## src/rtl/pattern_matcher.sv

```systemverilog
// Compares each received frame byte against a per-offset pattern entry read from an external memory.
// At the end of each frame it emits one pass/fail strobe and keeps a running count of matched frames.
module pattern_matcher #(
    parameter int ADDR_WIDTH  = 11,
    parameter int COUNT_WIDTH = 32
) (
    input  logic                   clk,
    input  logic                   rst,
    input  logic                   enable,
    input  logic [7:0]             s_axis_tdata,
    input  logic                   s_axis_tvalid,
    input  logic                   s_axis_tlast,
    output logic [ADDR_WIDTH-1:0]  mem_addr,
    input  logic [29:0]            mem_data,
    output logic                   match_valid,
    output logic                   match,
    output logic [COUNT_WIDTH-1:0] match_count
);

    localparam logic [1:0] ST_ACTIVE = 2'd0;
    localparam logic [1:0] ST_PASS   = 2'd1;
    localparam logic [1:0] ST_FAIL   = 2'd2;

    localparam logic [ADDR_WIDTH-1:0] OFFSET_MAX = '1;

    logic [ADDR_WIDTH-1:0]  offset_q, offset_d;
    logic                   frame_en_q, frame_en_d;

    logic                   s1_valid_q, s1_valid_d;
    logic [7:0]             s1_data_q, s1_data_d;
    logic                   s1_last_q, s1_last_d;
    logic                   s1_en_q, s1_en_d;
    logic                   s1_at_max_q, s1_at_max_d;

    logic [1:0]             state_q, state_d;
    logic                   match_valid_q, match_valid_d;
    logic                   match_q, match_d;
    logic [COUNT_WIDTH-1:0] match_count_q, match_count_d;

    logic                   beat_en;
    logic [7:0]             entry_value;
    logic [7:0]             entry_mask;
    logic                   entry_end;
    logic                   byte_pass;
    logic [1:0]             next_state;
    logic                   unused_mem_bits;

    assign entry_value     = mem_data[7:0];
    assign entry_mask      = mem_data[15:8];
    assign entry_end       = mem_data[16];
    assign unused_mem_bits = ^mem_data[29:17];

    assign mem_addr    = offset_q;
    assign match_valid = match_valid_q;
    assign match       = match_q;
    assign match_count = match_count_q;

    // The enable sampled on the first beat of a frame governs the whole frame.
    assign beat_en = (offset_q == '0) ? enable : frame_en_q;

    always_comb begin
        offset_d   = offset_q;
        frame_en_d = frame_en_q;
        if (s_axis_tvalid) begin
            frame_en_d = beat_en;
            if (s_axis_tlast) begin
                offset_d = '0;
            end else if (offset_q != OFFSET_MAX) begin
                offset_d = offset_q + ADDR_WIDTH'(1);
            end
        end
    end

    // Stage 1 delays the byte by one cycle so it lines up with the memory read data.
    always_comb begin
        s1_valid_d  = s_axis_tvalid;
        s1_data_d   = s1_data_q;
        s1_last_d   = s1_last_q;
        s1_en_d     = s1_en_q;
        s1_at_max_d = s1_at_max_q;
        if (s_axis_tvalid) begin
            s1_data_d   = s_axis_tdata;
            s1_last_d   = s_axis_tlast;
            s1_en_d     = beat_en;
            s1_at_max_d = (offset_q == OFFSET_MAX);
        end
    end

    assign byte_pass = ((s1_data_q ^ entry_value) & entry_mask) == 8'h00;

    always_comb begin
        next_state = state_q;
        if (s1_valid_q && s1_en_q && (state_q == ST_ACTIVE)) begin
            if (!byte_pass) begin
                next_state = ST_FAIL;
            end else if (entry_end) begin
                next_state = ST_PASS;
            end else if (s1_at_max_q) begin
                next_state = ST_FAIL;
            end
        end
    end

    // The verdict includes the transition caused by the last byte itself.
    always_comb begin
        state_d       = next_state;
        match_valid_d = 1'b0;
        match_d       = 1'b0;
        match_count_d = match_count_q;
        if (s1_valid_q && s1_last_q) begin
            state_d       = ST_ACTIVE;
            match_valid_d = 1'b1;
            match_d       = (next_state == ST_PASS);
            if (next_state == ST_PASS) begin
                match_count_d = match_count_q + COUNT_WIDTH'(1);
            end
        end
    end

    always_ff @(posedge clk or posedge rst) begin
        if (rst) begin
            offset_q      <= '0;
            frame_en_q    <= 1'b0;
            s1_valid_q    <= 1'b0;
            s1_data_q     <= 8'h00;
            s1_last_q     <= 1'b0;
            s1_en_q       <= 1'b0;
            s1_at_max_q   <= 1'b0;
            state_q       <= ST_ACTIVE;
            match_valid_q <= 1'b0;
            match_q       <= 1'b0;
            match_count_q <= '0;
        end else begin
            offset_q      <= offset_d;
            frame_en_q    <= frame_en_d;
            s1_valid_q    <= s1_valid_d;
            s1_data_q     <= s1_data_d;
            s1_last_q     <= s1_last_d;
            s1_en_q       <= s1_en_d;
            s1_at_max_q   <= s1_at_max_d;
            state_q       <= state_d;
            match_valid_q <= match_valid_d;
            match_q       <= match_d;
            match_count_q <= match_count_d;
        end
    end

endmodule

```

## config.mk

```make
export PLATFORM = sky130hd
export DESIGN_NAME = pattern_matcher
export DESIGN_NICKNAME = d
export VERILOG_FILES = /design/src/rtl/pattern_matcher.sv
export SDC_FILE = /design/constraint.sdc
export NUM_CORES = 1
export LEC_CHECK = 0
export ABC_AREA = 1
export CAP_MARGIN = 20
export CORE_ASPECT_RATIO = 1.75
export CORE_UTILIZATION = 51
export CTS_CLUSTER_DIAMETER = 150
export CTS_CLUSTER_SIZE = 14
export DETAILED_ROUTE_END_ITERATION = 10
export GPL_TIMING_DRIVEN = 1
export PLACE_DENSITY = 0.82
export REMOVE_ABC_BUFFERS = 1
export SYNTH_ARGS = -nofsm -noshare
export SYNTH_HDL_FRONTEND = slang
export SYNTH_SLANG_ARGS = --single-unit
```

## constraint.sdc

```tcl
create_clock -name clk -period 4.4 [get_ports clk]
set_input_delay 1.1 -clock clk [delete_from_list [all_inputs] [get_ports clk]]
set_output_delay 1.1 -clock clk [all_outputs]
set_load 0.01 [all_outputs]
```

==> results.md <==
- The run finished with clean final reports.
- In this run the static leakage power is 2.23 nW.
- The H-tree depth is 3.
- The die is 114 µm tall.
- The slew at the pin closest to its max-slew limit is 957 ps.
- The proportion of netlist area held by the largest area contributor is 40.6%.
- The count of final max-slew check failures came to 0.
- The kind of path behind the tightest hold check is register to register.
- The synthesized netlist devotes 2.24% of its cell area to compound gates.
- The number of cells on the worst hold path is 2.
- VDD sags by at most 218 µV.
- Cells with a size suffix above 1 make up 6.82% of the layout.
- Once the clock tree was built, the setup fixing pass inserted 0 buffers.
- Global routing finished with a remaining overflow of 0.
- The number of clock buffers added by TritonCTS is 9.
- After synthesis, the largest family of logic cells by area is simple AND/OR/NAND/NOR gates.
- The site row count is 40.
- After routing the design area is 0.00472 mm².
- The required time reported for the critical path endpoint is 4610 ps.
- The data arrival time of the critical path is 2920 ps.
- Using the TritonRoute via totals, the vias-per-cell ratio works out to 5.29.
- Measured against its own limit, the worst slew margin works out to 35.8%.
- The number of register bits inferred by synthesis is 59.
- The quantity of hold-fixing buffers added after cts is 0.
- The fraction of synthesized area in multiplexers is 0%.
- Of the total synthesized cell area, the portion taken by full adders, half adders and majority gates is 1.03%.
- The number of global-route vias before repair was 3403.
- The setup skew after layout is 6.56 ps.
- In this run the cell area measured after placement is 0.00444 mm².
- The total iterations of the first detailed-routing run is 4.
- From left edge to right edge, the die measures 65.9 µm.
- Once the floorplan was initialized, standard cells occupied 53.1% of the core.
- The first global-routing pass estimated 15.4 mm of wire.
- By area the synthesized netlist is led by sky130_fd_sc_hd__dfrtp_1, sky130_fd_sc_hd__nand2_1, sky130_fd_sc_hd__nand4_1.
- The average routed wire per standard cell is 13.5 µm.
- Cells fill 68.9% of the core in the end.
- The synthesized netlist cell count is 523.
- The number of hold violations in the final report is 0.
- The CTS tree is built.
- The Yosys step of the flow raised 0 warnings.
- Summed over all instances, the cell type with the most area after synthesis is sky130_fd_sc_hd__dfrtp_1.
- The total area inside the core boundary comes to 0.00686 mm².
- The worst setup path is of the input pin to register kind.
- The die footprint is 0.00749 mm².
- Clock-pin slew was measured on the worst setup and hold paths at 50 ps.
- The first routing iteration left 370 violations.
- The final critical path time including I/O delays and setup is 2710 ps.
- The worst setup path is launched from an input pin.
- The reported max-cap violation count is 0.
- Summing over every cut layer, the via total after detailed routing is 3624.
- Buffers placed on the I/O ports in this run total 74.
- The area growth from synthesis to layout is 29.8%.
- The count of antenna-violating nets left after detailed routing is 0.
- After detailed routing, the total wire length is 9.24 mm.
- The number of nets at the end of the flow is 643.
- The clock passes through at most 2 buffers.
- The number of antenna violations at the first check in global routing is 0.
- In this run the register-to-register setup slack is 2320 ps.
- The kind of capture point of the worst setup path is a register.
- For this design the top-level I/O count stands at 88.
- The synthesized area divided by synthesized cell count is 6.96 µm².
- The final critical-path share of the clock period is 61.6%.
- The portion of the post-synthesis area used by sequential elements is 40.6%.
- Counting cells, the worst reg-to-reg path comes to 6.
- The synthesized cell area is 0.00364 mm².
- Post-CTS repair changed the size of 0 cells.
- Power spread over the standard cell area amounts to 315 mW/mm².
- The achievable frequency is 369 MHz.
- In the final timing run, aggregate negative setup slack is 0 ps.
- The final weighted congestion in routability-driven placement is 0.942.
- The basic-gate share of the synthesized area counting and, or, nand and nor cells is 44.8%.
- Setup violations remaining at the end of the flow were counted as 0.
- Hold is met by 492 ps.
- The clock sink count is 59.
- Of the total synthesized cell area, the portion taken by XOR and XNOR cells is 4.81%.
- The clock root buffer is sky130_fd_sc_hd__clkbuf_16.
- The diode insertion count for antenna repair is 0.
- The maximum fanout encountered on the critical timing path is 21.
- Across every metal layer, demand over resource in global routing totals 27.2%.
- Setup repair after global routing left no endpoint under its margin.
- The count of unresolved DRC violations after routing is 0.
- Entering global routing, the biggest net connects 39 pins.
- After legalization and detailed placement, the total HPWL measured 6.77 mm.
- The clock latency of the later-clocked register in the worst-skew pair is 330 ps.
- The count of unique library cells instantiated by Yosys is 29.
[where the power goes]
part / internal [mW] / switching, mW / leakage, nW
clock: 0.421 / 0.234 / 0.141
sequential: 0.571 / 0.0259 / 0.796
combinational: 0.0877 / 0.146 / 1.30
total: 1.08 / 0.406 / 2.23
[cells by family (layout without fill, tap and decap cells)]
| kind of cell | after synthesis | in the layout |
|---|---|---|
| DFF | 59 | 59 |
| AOI/OAI and AO/OA | 16 | 16 |
| and+or+nand+nor | 367 | 367 |
| xor gates and xnor gates | 20 | 20 |
| buffers and inverters | 58 | 136 |
| adders and majority gates | 3 | 3 |
[cells in the mapped netlist]
cell type / number
sky130_fd_sc_hd__nor2_2: 3
sky130_fd_sc_hd__nand4_1: 35
sky130_fd_sc_hd__buf_6: 1
sky130_fd_sc_hd__nand2_2: 4
sky130_fd_sc_hd__nand3b_1: 11
sky130_fd_sc_hd__ha_1: 3
sky130_fd_sc_hd__nor2_4: 4
sky130_fd_sc_hd__dfrtp_1: 59
sky130_fd_sc_hd__o21ai_1: 2
sky130_fd_sc_hd__xor2_1: 15
sky130_fd_sc_hd__clkinv_1: 1
sky130_fd_sc_hd__nand2_1: 212
sky130_fd_sc_hd__clkbuf_1: 4
sky130_fd_sc_hd__nand4_4: 1
sky130_fd_sc_hd__a31oi_1: 1
sky130_fd_sc_hd__a21oi_1: 3
sky130_fd_sc_hd__o21ai_0: 10
sky130_fd_sc_hd__inv_2: 6
sky130_fd_sc_hd__nand3_2: 1
sky130_fd_sc_hd__or2_2: 1
sky130_fd_sc_hd__nor2_1: 58
sky130_fd_sc_hd__nor3_1: 3
sky130_fd_sc_hd__inv_1: 34
sky130_fd_sc_hd__xnor2_1: 5
sky130_fd_sc_hd__clkinv_2: 1
sky130_fd_sc_hd__buf_1: 1
sky130_fd_sc_hd__nor4_1: 2
sky130_fd_sc_hd__buf_2: 10
sky130_fd_sc_hd__nand3_1: 32
[metrics by stage]
stage                     total power, mW  std cells  setup slack, ps
after floorplan                     0.729        507             1490
after global placement              0.830        670             1430
after detailed placement            0.838        670             1370
after CTS                            1.49        685             1690
after global routing                 1.55        685             1490
final                                1.49        685             1690
[flip-flops by register name, summed over array words and instances, names as in the netlist, 2 cells and up]
signal and flops:
state_q 2, s1_data_q 8, match_count 32, mem_addr 11
[layout make-up]
type	count	area, µm²
Fill cell	598	2130
Multi-Input combinational cell	406	1920
Sequential cell	59	1480
Timing Repair Buffer	79	778
Clock buffer	13	270
Inverter	42	159
Tap cell	84	105
Clock inverter	2	10.0
[path summary, 6_finish.rpt]
check	start	to
max in group asynchronous	rst	s1_valid_q
min in group asynchronous	rst	mem_addr[2]
worst min register to register	s1_at_max_q	s1_at_max_q
worst max-delay path	mem_data[7]	match_count[11]
worst min-delay path	s1_at_max_q	s1_at_max_q
worst max register to register	s1_last_q	match_count[14]
[cell usage in the layout, fill, tap and decap left out, types with 4 or more instances in the layout]
| cell type | n |
|---|---|
| sky130_fd_sc_hd__nor2_1 | 58 |
| sky130_fd_sc_hd__dfrtp_1 | 59 |
| sky130_fd_sc_hd__nor2_4 | 4 |
| sky130_fd_sc_hd__nand3b_1 | 11 |
| sky130_fd_sc_hd__nand2_2 | 4 |
| sky130_fd_sc_hd__inv_2 | 7 |
| sky130_fd_sc_hd__xor2_1 | 15 |
| sky130_fd_sc_hd__clkbuf_16 | 9 |
| sky130_fd_sc_hd__buf_4 | 5 |
| sky130_fd_sc_hd__xnor2_1 | 5 |
| sky130_fd_sc_hd__nand2_1 | 212 |
| sky130_fd_sc_hd__clkdlybuf4s50_1 | 74 |
| sky130_fd_sc_hd__nand4_1 | 35 |
| sky130_fd_sc_hd__o21ai_0 | 10 |
| sky130_fd_sc_hd__inv_1 | 33 |
| sky130_fd_sc_hd__nand3_1 | 32 |
[per-layer routing]
metal	track usage (%)	wire length, µm	part of all wire (%)	up-vias
met5	0	0	0	-
met4	11.4	211	2.3	0
met2	49.7	5190	56	96
li1	-	-	-	1827
met3	7.10	437	4.7	19
met1	28.3	3400	37	1682
[worst max-delay path, cell delays in order]
cell and delay, ps:
sky130_fd_sc_hd__clkdlybuf4s50_1 490, sky130_fd_sc_hd__nand2_1 60, sky130_fd_sc_hd__nand3_1 80, sky130_fd_sc_hd__nand2_1 50
sky130_fd_sc_hd__nor2_1 180, sky130_fd_sc_hd__nand3_1 150, sky130_fd_sc_hd__nand2_2 290, sky130_fd_sc_hd__nand3_1 140
sky130_fd_sc_hd__buf_4 240, sky130_fd_sc_hd__nand2_1 90, sky130_fd_sc_hd__nand2_1 50
(Power assumes the default switching activity.)
==> edit (config.mk and constraints unchanged) <==
The parameter `COUNT_WIDTH` goes from 32 to 64.
--- a/src/rtl/pattern_matcher.sv
+++ b/src/rtl/pattern_matcher.sv
@@ -2,7 +2,7 @@
 // At the end of each frame it emits one pass/fail strobe and keeps a running count of matched frames.
 module pattern_matcher #(
     parameter int ADDR_WIDTH  = 11,
-    parameter int COUNT_WIDTH = 32
+    parameter int COUNT_WIDTH = 64
 ) (
     input  logic                   clk,
     input  logic                   rst,
Ports: changed (resized match_count); port bits go from 88 to 120. The function was not compared with the original's and may differ.
==> edit against the unedited design <==
  * Clock skew increased by 0.00060 ns
  * Clock power increased by 31%
  * Final cell count grew 66%
  * Wire length up 100%
  * First-iteration DRC count is 35% higher
  * Hold slack better by 0.0092 ns
  * Synthesized cell count up 71%
  * Non-clock buffer count is 34 higher
  * Highest routed layer unchanged
  * Sequential cell count up 32
  * Design area increased by 58%
  * Synthesized area rose by 64%
  * Total power grew 35%
  * Combinational power rose by 8.5%
  * Worst setup slack worse by 0.37 ns
==> edit: results <==
group,metric,value,unit
power,swShare,0.274,
clock_tree,clkTransAtPathRegs,0.07,ns
critical_path,path_max_fanout,38,
critical_path,arrival,3.37,ns
global_routing,grt_max_degree,63,
critical_path,r2r_cells,12,
critical_path,cp-startpoint,"mem_data[2]",
synth,syn_avg_cell_area,6.64,um^2
synth,synth_compound_area_frac,0.0235,
place,routabilityCongestion,0.984,
place,dp_slack,0.944,ns
global_routing,grt_pass1_wl,30.4,mm
power,pg_clk,0.000860,W
place,port_buffers,106,
routing,routed_via_density,5.57,
clock_tree,clk_latency,0.35,ns
cells_and_area,drive_gt1_frac,0.0508,
cells_and_area,fill_cells,1004,
synth,ys_types,27,
place,post_dp_cell_area,7120,um^2
routing,dr.pass1.iters,5,
synth,ys_top_cells_by_count,"nand2_1, nor2_1, dfrtp_1",
worst_hold_path,min_to,"s1_en_q",
synth,seq_area_frac_synth,0.383,
timing,finalCritPeriodShare,0.700,
synth,synthXorXnorAreaFrac,0.0515,
power,pwr_density_cell,270,nW/um^2
power,power_frac_comb,0.126,
critical_path,r2r_slack,2.13,ns
synth,synth_area_leaders,"dfrtp_1, nand2_1, nor2_1",
place,dp.final_hpwl,14.0,mm
status,status,"finished, final reports clean",
routing,wire_per_inst,16.4,um
routing,routed_wl,18.6,mm
critical_path,r2r_start,"s1_data_q[2]",
synth,synthAdderAreaFrac,0.00631,
[edit: cell types whose count changed after synthesis, moves of 12 or more]
cell	before	now
nand2_1	212	385
nand4_1	35	52
inv_1	34	72
o21ai_0	10	24
xnor2_1	5	17
nor2_1	58	107
dfrtp_1	59	91
nand3_1	32	48
[edit: area by class of cell]
type	count	area, um^2	area share
multi-input cells	709	3290	0.441
flip-flops and latches	91	2280	0.306
repair buffers	113	1110	0.150
inverters	74	280	0.0377
clock buffers	9	225	0.0303
well taps	132	165	0.0222
clock inverters	7	96.3	0.0129
[edit: worst max-delay path: stages]
cell and delay, ns:
clkdlybuf4s50_1 0.48, nand2_1 0.06, nand3_1 0.08, nand2_1 0.05
nor2_1 0.21, nand3_1 0.11, nand2_1 0.45, nand2_1 0.15
nor2_2 0.10, buf_4 0.36, nand2_1 0.10, nand2_1 0.08
[edit: per-layer routing]
metal / global-route usage / up-vias
li1: - / 3051
met1: 0.347 / 2926
met2: 0.570 / 267
met3: 0.0501 / 75
met4: 0.212 / 0
met5: 0 / -
